--- src/rtl/mult_div_unit.sv ---
// Iterative MIPS-style HI/LO multiply/divide unit; the divider is built only when MDU_DIV_EN is defined.
// Latency: done is high 34 cycles after the accepting edge (a divide request without MDU_DIV_EN finishes after 1 cycle).
// Backpressure: stall holds the PC stage while busy and in the accepting cycle; start/mthi/mtlo are ignored while busy.
module mult_div_unit #(
    parameter int XLEN = 32
) (
    input  logic            clk,
    input  logic            rst,
    input  logic            start,
    input  logic [1:0]      op,
    input  logic [XLEN-1:0] rs_data,
    input  logic [XLEN-1:0] rt_data,
    input  logic            mthi,
    input  logic            mtlo,
    output logic            busy,
    output logic            done,
    output logic            stall,
    output logic [XLEN-1:0] hi,
    output logic [XLEN-1:0] lo
);

    localparam logic [2:0] S_IDLE = 3'd0;
    localparam logic [2:0] S_MUL  = 3'd1;
`ifdef MDU_DIV_EN
    localparam logic [2:0] S_DIV  = 3'd2;
`endif
    localparam logic [2:0] S_FIX  = 3'd3;
    localparam logic [2:0] S_DONE = 3'd4;

    logic [2:0]        state;
    logic [4:0]        cnt;
    logic [XLEN-1:0]   opnd;
    logic [2*XLEN-1:0] acc;
    logic              neg_res;

    logic              idle_or_done;
    logic              accept;
    logic              signed_op;
    logic              rs_neg;
    logic              rt_neg;
    logic [XLEN-1:0]   rs_abs;
    logic [XLEN-1:0]   rt_abs;
    logic [XLEN:0]     mul_sum;
    logic [2*XLEN-1:0] mul_next;
    logic [2*XLEN-1:0] prod;
    logic [XLEN-1:0]   fix_hi;
    logic [XLEN-1:0]   fix_lo;

    assign idle_or_done = (state == S_IDLE) || (state == S_DONE);
    assign accept       = start && idle_or_done;
    assign busy         = !idle_or_done;
    assign done         = (state == S_DONE);
    assign stall        = busy || accept;

    // Magnitudes feed both datapaths; signs are reapplied in FIX.
    assign signed_op = !op[0];
    assign rs_neg    = signed_op && rs_data[XLEN-1];
    assign rt_neg    = signed_op && rt_data[XLEN-1];
    assign rs_abs    = rs_neg ? -rs_data : rs_data;
    assign rt_abs    = rt_neg ? -rt_data : rt_data;

    // acc = {partial product, remaining multiplier bits}; opnd holds the multiplicand.
    assign mul_sum  = {1'b0, acc[2*XLEN-1:XLEN]} + (acc[0] ? {1'b0, opnd} : {(XLEN+1){1'b0}});
    assign mul_next = {mul_sum, acc[XLEN-1:1]};
    assign prod     = neg_res ? -acc : acc;

`ifdef MDU_DIV_EN
    logic              is_div;
    logic              neg_rem;
    logic              div_zero;
    logic [XLEN:0]     div_shift;
    logic              div_ge;
    logic [XLEN-1:0]   div_sub;
    logic [2*XLEN-1:0] div_next;
    logic [XLEN-1:0]   quo;
    logic [XLEN-1:0]   rem;

    // acc = {remainder, dividend bits still to shift in / quotient bits}; opnd holds the divisor.
    assign div_shift = {acc[2*XLEN-1:XLEN], acc[XLEN-1]};
    assign div_ge    = div_shift >= {1'b0, opnd};
    assign div_sub   = div_shift[XLEN-1:0] - opnd;
    assign div_next  = div_ge ? {div_sub, acc[XLEN-2:0], 1'b1}
                              : {div_shift[XLEN-1:0], acc[XLEN-2:0], 1'b0};
    assign quo       = neg_res ? -acc[XLEN-1:0] : acc[XLEN-1:0];
    assign rem       = neg_rem ? -acc[2*XLEN-1:XLEN] : acc[2*XLEN-1:XLEN];
    // A zero divisor leaves the dividend in the remainder; only the quotient needs forcing.
    assign fix_hi    = is_div ? rem : prod[2*XLEN-1:XLEN];
    assign fix_lo    = is_div ? (div_zero ? {XLEN{1'b1}} : quo) : prod[XLEN-1:0];
`else
    assign fix_hi    = prod[2*XLEN-1:XLEN];
    assign fix_lo    = prod[XLEN-1:0];
`endif

    always_ff @(posedge clk) begin
        if (rst) begin
            state   <= S_IDLE;
            cnt     <= 5'd0;
            opnd    <= '0;
            acc     <= '0;
            neg_res <= 1'b0;
            hi      <= '0;
            lo      <= '0;
`ifdef MDU_DIV_EN
            is_div   <= 1'b0;
            neg_rem  <= 1'b0;
            div_zero <= 1'b0;
`endif
        end else begin
            case (state)
                S_IDLE, S_DONE: begin
                    if (accept) begin
                        cnt     <= 5'd0;
                        opnd    <= op[1] ? rt_abs : rs_abs;
                        acc     <= {{XLEN{1'b0}}, (op[1] ? rs_abs : rt_abs)};
                        neg_res <= rs_neg ^ rt_neg;
`ifdef MDU_DIV_EN
                        is_div   <= op[1];
                        neg_rem  <= rs_neg;
                        div_zero <= (rt_data == '0);
                        state    <= op[1] ? S_DIV : S_MUL;
`else
                        state    <= op[1] ? S_DONE : S_MUL;
`endif
                    end else begin
                        if (mthi) hi <= rs_data;
                        if (mtlo) lo <= rs_data;
                        state <= S_IDLE;
                    end
                end
                S_MUL: begin
                    acc <= mul_next;
                    cnt <= cnt + 5'd1;
                    if (cnt == 5'd31) state <= S_FIX;
                end
`ifdef MDU_DIV_EN
                S_DIV: begin
                    acc <= div_next;
                    cnt <= cnt + 5'd1;
                    if (cnt == 5'd31) state <= S_FIX;
                end
`endif
                S_FIX: begin
                    hi    <= fix_hi;
                    lo    <= fix_lo;
                    state <= S_DONE;
                end
                default: state <= S_IDLE;
            endcase
        end
    end

endmodule

--- config.mk ---
export PLATFORM = sky130hd
export DESIGN_NAME = mult_div_unit
export DESIGN_NICKNAME = d
export VERILOG_FILES = /design/src/rtl/mult_div_unit.sv
export SDC_FILE = /design/constraint.sdc
export NUM_CORES = 1
export LEC_CHECK = 0
export CORE_UTILIZATION = 45
export DETAILED_ROUTE_END_ITERATION = 10
export GPL_ROUTABILITY_DRIVEN = 0
export PLACE_DENSITY = 0.75
export SLEW_MARGIN = 20
export SYNTH_ARGS = -nofsm -noshare
export SYNTH_HDL_FRONTEND = slang
export SYNTH_SLANG_ARGS = --single-unit
--- constraint.sdc ---
create_clock -name clk -period 3.25 [get_ports clk]
set_input_delay 0.975 -clock clk [delete_from_list [all_inputs] [get_ports clk]]
set_output_delay 0.975 -clock clk [all_outputs]
set_load 0.01 [all_outputs]
==> run_results.csv <==
group,metric,value,unit
synthesis,seq_area_frac_synth,0.292,
synthesis,yosys-top-cells-count,"192 x nand2_1, 169 x dfxtp_1, 109 x nor2_1",
clock_network,cts_buffer_depth,2,
floorplanning,rows,58,
power,peakVddDrop,429,uV
sta,rsz0062_at_grt,"true",
synthesis,synth_area_per_cell,7.83,um^2
worst_setup_path,critPathRequiredTime,3.59,ns
finish,fin_nets,1794,
flow_run,max_cap_viol_count,0,
floorplanning,die_area,0.0264,mm^2
route,vias_per_cell,6.26,
floorplanning,core,0.0252,mm^2
synthesis,yosysWarnings,0,
worst_setup_path,crit_path_max_fanout,4,
worst_setup_path,critPathKind,"input pin to flip-flop",
sta,worstMarginPinSlew,0.765,ns
power,power_frac_comb,0.230,
route,drcViolationCount,0,
route,wire_per_inst,20.6,um
clock_network,clkSinkCount,169,
global_routing,grt_overflow_total,0,
synthesis,yosysMostFrequentCell,"nand2_1",
route,wirelength,41800,um
synthesis,synth.distinct_cells,79,
worst_setup_path,start_kind,"input pin",
synthesis,yosys.area.top_type,"dfxtp_1",
power,switching_power,1.74,mW
synthesis,synth_cells,1479,
synthesis,syn-num-nets,1588,
finish,seq_area,0.00339,mm^2
finish,instances_no_fill,2027,
route,drtIter0Drc,1472,
power,p_per_area,385,mW/mm^2
clock_network,clockRootBuffer,"clkbuf_16",
synthesis,synth_edf_count,0,
sta,relSlewSlack,0.489,
run_status,status,"finished, final reports clean",
power,p_int,3.97,mW
floorplanning,pin_count,138,
route,via_count,12700,
power,clkPwrFrac,0.364,
sta,setup_violations,0,
clock_network,holdBufCountCts,0,
power,p_seq_frac,0.406,
global_routing,track_usage,0.315,
clock_network,h-tree-depth,4,
global_routing,grt_pass1_vias,11600,
global_routing,antenna_found_initial,0,
synthesis,ys_async_sr_fraction,0,
sta,period_minus_slack,3.22,ns
synthesis,syn_area,0.0116,mm^2
floorplanning,initial_utilization,0.460,
place,hpwl,32300,um
sta,fin_worst_skew,0.0112,ns
synthesis,synthTopCellsByArea,"dfxtp_1 29%, nand2_1 6.2%, xor2_1 5.5%, xnor2_1 5.1%, o21ai_0 4.3%",
finish,fill_cells,2163,
global_routing,grt_max_degree,75,
power,power_leakage,5.65,nW
sta,fmax,0.310,GHz
synthesis,yosysTopAreaCellShare,0.292,
worst_hold_path,min_path_type,"flip-flop to flip-flop",
power,finalPower,5.71,mW
floorplanning,fp.dieH,162,um
clock_network,clk_pin_slew_worst_paths,0.07,ns
clock_network,clock_latency,0.44,ns
finish,multi_input_area,0.00781,mm^2
synthesis,synth_ff_type,"dfxtp_1",
route,firstDrtPassIters,8,
finish,drive_above_1_share,0.134,
power,netSwitchingFraction,0.306,
finish,syn_to_final_growth,28.1,%
sta,hold_slack,0.445,ns
global_routing,grt_pass1_wl,64200,um
clock_network,cts_tree,"yes",
sta,period_share,0.992,
sta,slew_viol_final,0,
synthesis,ys_seq_elements,169,
route,postRouteAntennaNets,0,
place,dpl.cell_count,1995,
worst_setup_path,endpoint_kind,"flip-flop",
clock_network,cts-buffers-inserted,17,
floorplanning,dieWidth,162,um
worst_setup_path,critPathArrivalTime,3.56,ns
place,portBuffers,137,
sta,hold_viol,0,
state kept, by name, indices dropped and copies added (netlist names):
signal,cells
opnd,32
state,3
hi,32
lo,32
cnt,5
neg_res,1
acc,64
power groups by stage:
stage / logic [mW] / registers [mW] / clock network (mW)
floorplan: 0.692 / 2.33 / 0
global placement: 1.25 / 2.35 / 0
detailed placement: 1.26 / 2.36 / 0
CTS: 1.27 / 2.31 / 2.07
global route: 1.39 / 2.33 / 2.15
finish: 1.31 / 2.32 / 2.08
placed cells by master (no fill, tap or decap), types with 35 or more instances in the layout:
| cell type | synthesis | final |
|---|---|---|
| nor2_1 | 109 | 107 |
| xor2_1 | 73 | 72 |
| clkdlybuf4s50_1 | 0 | 135 |
| o22ai_1 | 47 | 47 |
| xnor2_1 | 68 | 68 |
| ha_1 | 37 | 37 |
| mux2i_1 | 38 | 38 |
| nand2_1 | 192 | 191 |
| buf_4 | 0 | 142 |
| a21oi_1 | 78 | 78 |
| and2_1 | 42 | 42 |
| o21ai_0 | 99 | 98 |
| nor3_1 | 37 | 35 |
| dfxtp_1 | 169 | 167 |
timing repair:
item / CTS / global route
gates resized for setup: 3 / 13
setup buffers: 0 / 1
pin swaps: 0 / 5
setup endpoints to repair: 3 / 13
cell families (layout without fill, tap and decap cells):
kind of cell | Yosys count | count (layout) | share of synthesized area
simple gates | 520 | 520 | 0.221
compound gates | 448 | 448 | 0.262
flops | 169 | 169 | 0.292
xor+xnor | 141 | 141 | 0.107
buf+inv | 123 | 340 | 0.0414
mux | 40 | 40 | 0.0348
fa+ha+maj | 38 | 38 | 0.0417
other cells | 0 | 1 | 0
worst paths after layout:
check,startpoint,endpoint,slack (ns),cells past startpoint
worst max register to register,acc[0]$_SDFFE_PP0P_,hi[17]$_SDFFE_PP0P_,0.27,9
worst min-delay path,opnd[24]$_SDFFE_PP0P_,opnd[24]$_SDFFE_PP0P_,0.44,2
worst max-delay path,rs_data[1],opnd[18]$_SDFFE_PP0P_,0.03,10
worst min register to register,opnd[24]$_SDFFE_PP0P_,opnd[24]$_SDFFE_PP0P_,0.44,2
worst max-delay path, stage by stage:
cell,delay [ns]
clkdlybuf4s50_1,0.46
inv_1,0.12
ha_1,0.17
or4b_4,0.48
or4_4,0.49
o21ai_2,0.17
xor2_1,0.24
buf_4,0.15
o22ai_1,0.06
a31o_2,0.22
cell type report:
type,instances,share of cell area
Inverter,26,0.00658
Antenna cell,1,0.000169
Multi-Input combinational cell,1187,0.527
Timing Repair Buffer,284,0.171
Clock inverter,9,0.00785
Tap cell,330,0.0278
Sequential cell,169,0.228
Clock buffer,21,0.0317
per-stage QoR:
step	area [um^2]	setup slack, ns	util	setup TNS (ns)
finish	14800	0.0259	0.589	0
global route	14800	-0.0136	0.589	-0.0136
CTS	14700	0.0423	0.586	0
detailed placement	14100	-0.420	0.562	-9.01
global placement	14100	-0.343	0.562	-7.21
floorplan	11600	0.231	-	0
layer usage:
metal / part of all wire / GRT usage
met5: 0 / 0
met4: 0.057 / 0.168
met3: 0.10 / 0.0509
met2: 0.42 / 0.472
met1: 0.42 / 0.431
(Power assumes the default switching activity.)
==> RTL change: new RTL, same flow settings <==
The parameter `XLEN` goes from 32 to 40.
--- a/src/rtl/mult_div_unit.sv
+++ b/src/rtl/mult_div_unit.sv
@@ -2,7 +2,7 @@
 // Latency: done is high 34 cycles after the accepting edge (a divide request without MDU_DIV_EN finishes after 1 cycle).
 // Backpressure: stall holds the PC stage while busy and in the accepting cycle; start/mthi/mtlo are ignored while busy.
 module mult_div_unit #(
-    parameter int XLEN = 32
+    parameter int XLEN = 40
 ) (
     input  logic            clk,
     input  logic            rst,
Ports: changed (resized hi, lo, rs_data and rt_data); port bits go from 138 to 170. No check against the original RTL was run, so the function may have changed too.
==> RTL change against the unedited design <==
  * The run now ends with setup timing left
  * Sequential cell count is 40 higher
  * Final area up 30%
  * Wire length increased by 36%
  * Area after synthesis increased by 24%
  * Setup slack got worse by 0.058 ns
  * Count of clock-buffer cells in the layout rose by 11
  * Non-clock buffer count up 153
  * Via count rose by 31%
  * Final cell count up 31%
  * Combinational power grew 51%
  * Critical path depth fell by 1
  * Register-to-register slack got worse by 0.30 ns
  * Clock power increased by 40%
  * Total power is 36% higher
  * Critical endpoint is now hi[39]
  * Highest routed layer unchanged
==> RTL change: results (changes against the unedited design) <==
[place]
postPlaceCellArea_mm2=0.0182  ; was 0.0141 mm^2
dp_slack_ns=-0.624  ; was -0.420 ns
io_buffer_count=169  ; was 137
dpl.hpwl_um=44000  ; was 32300 um
dp_cells=2609  ; was 1995

[synthesis]
ys_types=70  ; was 79
synthTopCellsByArea=dfxtp_1 29%, a21oi_1 5.9%, nor2_1 5.7%, xor2_1 5.6%, xnor2_1 5.4%  ; was dfxtp_1 29%, nand2_1 6.2%, xor2_1 5.5%, xnor2_1 5.1%, o21ai_0 4.3%
syn-num-nets=2042  ; was 1588
synthCells=1909  ; was 1479
async_reset_ff_frac=0  ; unchanged
synth_top_cells_by_count=220 x nor2_1, 209 x dfxtp_1, 193 x nand2_1  ; was 192 x nand2_1, 169 x dfxtp_1, 109 x nor2_1
seq_area_frac_synth=0.291  ; was 0.292
yosysWarnings=0  ; unchanged
synth_ff_type=dfxtp_1  ; unchanged

[critical_path]
rr_startpoint=acc[34]  ; was acc[0]
crit_fanout=3  ; was 4
start_kind=flip-flop  ; was input port

[grt]
grt_pass1_wl_um=85500  ; was 64200 um
antenna_found_initial=0  ; unchanged
grt_max_degree=83  ; was 75
grt_usage=0.333  ; was 0.315
grt_pass1_vias=15000  ; was 11600

[power]
leakage_nw=7.76  ; was 5.65 nW
peakVddDrop_mv=0.329  ; was 0.429 mV

[routing]
drt_iter0_drc=2337  ; was 1472
top_layer_used=met4  ; unchanged
via_per_inst=6.24  ; was 6.26
drt-wirelength-per-cell_um=21.3  ; was 20.6 um
wl_met3_um=7390  ; was 4190 um
route.met2.wl_um=23200  ; was 17600 um
firstDrtPassIters=8  ; unchanged
wl_met1_um=22600  ; was 17600 um
vias=16600  ; was 12700

[cts]
cts-root-buf=clkbuf_16  ; unchanged
h-tree-depth=1  ; was 4
clkTransAtPathRegs_ns=0.07  ; about the same
cts_buffers=24  ; was 17
cts_buffer_depth=3  ; was 2
clock_latency_ns=0.54  ; was 0.44 ns

[sta]
hold_viol_final=0  ; unchanged
worst_pin_slew_ns=0.786  ; was 0.765 ns
setup_viol=2  ; was 0
skew_ns=0.0193  ; was 0.0112 ns
tns_ns=-0.0631  ; was 0 ns
setup_slack_ns=-0.0316  ; was 0.0259 ns

[min_path]
hp-start=opnd[7]  ; was opnd[24]
min_path_type=flip-flop to flip-flop  ; unchanged

[layout]
regMostFlops=acc  ; unchanged
fillers=2631  ; was 2163
largest_reg_flops=80  ; was 64
nets=2370  ; was 1794
drive_gt1_frac=0.168  ; was 0.134
diodes=0  ; was 1

[status]
status=finished, violations left  ; was completed
failed_checks=setup timing

RTL change: changes by cell type after synthesis, sizes merged, moves of 13 or more:
| cell | unedited run | this run |
|---|---|---|
| a22oi | 24 | 37 |
| a21o | 8 | 25 |
| mux2i | 38 | 9 |
| buf | 12 | 29 |
| o22ai | 47 | 4 |
| xnor2 | 68 | 89 |
| a21oi | 78 | 169 |
| o21ai | 101 | 129 |
| dfxtp | 169 | 209 |
| xor2 | 73 | 92 |
| nor2 | 109 | 220 |
| clkbuf | 85 | 106 |
| o211ai | 9 | 31 |
| a211oi | 13 | 48 |
RTL change: area by class of cell:
cell class / count / area, um^2 / area share
Inverter: 29 / 109 / 0.00563
Clock inverter: 12 / 160 / 0.00828
Tap cell: 402 / 503 / 0.0260
Sequential cell: 209 / 4190 / 0.217
Multi-Input combinational cell: 1536 / 9890 / 0.512
Timing Repair Buffer: 437 / 3790 / 0.196
Clock buffer: 32 / 692 / 0.0358
RTL change: worst paths after layout:
| path | endpoint | slack (ns) | depth (start not counted) |
|---|---|---|---|
| min | opnd[7] | 0.46 | 2 |
| min reg2reg | opnd[7] | 0.46 | 2 |
| max | hi[39] | -0.03 | 9 |
| max reg2reg | hi[39] | -0.03 | 9 |
RTL change: worst max-delay path: stages (launching register included):
cell and delay, ns:
dfxtp_2 0.32, or4_4 0.56, nor4_4 0.32, nand2_1 0.13, or4_4 0.58, or3_4 0.37
o41ai_4 0.34, xor2_2 0.16, a211o_1 0.31, a21oi_1 0.13
RTL change: cell families after synthesis:
kind of cell | synth area share
xor+xnor | 0.110
compound gates | 0.282
buf+inv | 0.0429
mux | 0.00705
fa+ha+maj | 0.0405
simple gates | 0.227
flops | 0.291
RTL change: power by group:
part / switching, mW / total, mW / internal (mW)
clock: 1.17 / 2.92 / 1.75
sequential: 0.132 / 2.86 / 2.72
combinational: 1.10 / 1.98 / 0.880
RTL change: what timing repair did:
action,4_1_cts,5_1_grt
setup endpoints to repair,33,40
endpoints found under the hold margin,0,0
cloned,0,0
setup buffers,1,4
resized for setup,9,39
pin swaps,1,16
RTL change: per-layer routing:
layer,global-route usage,vias up
li1,-,7580
met1,0.455,7645
met2,0.489,1168
met3,0.0665,189
met4,0.183,0
met5,0,-
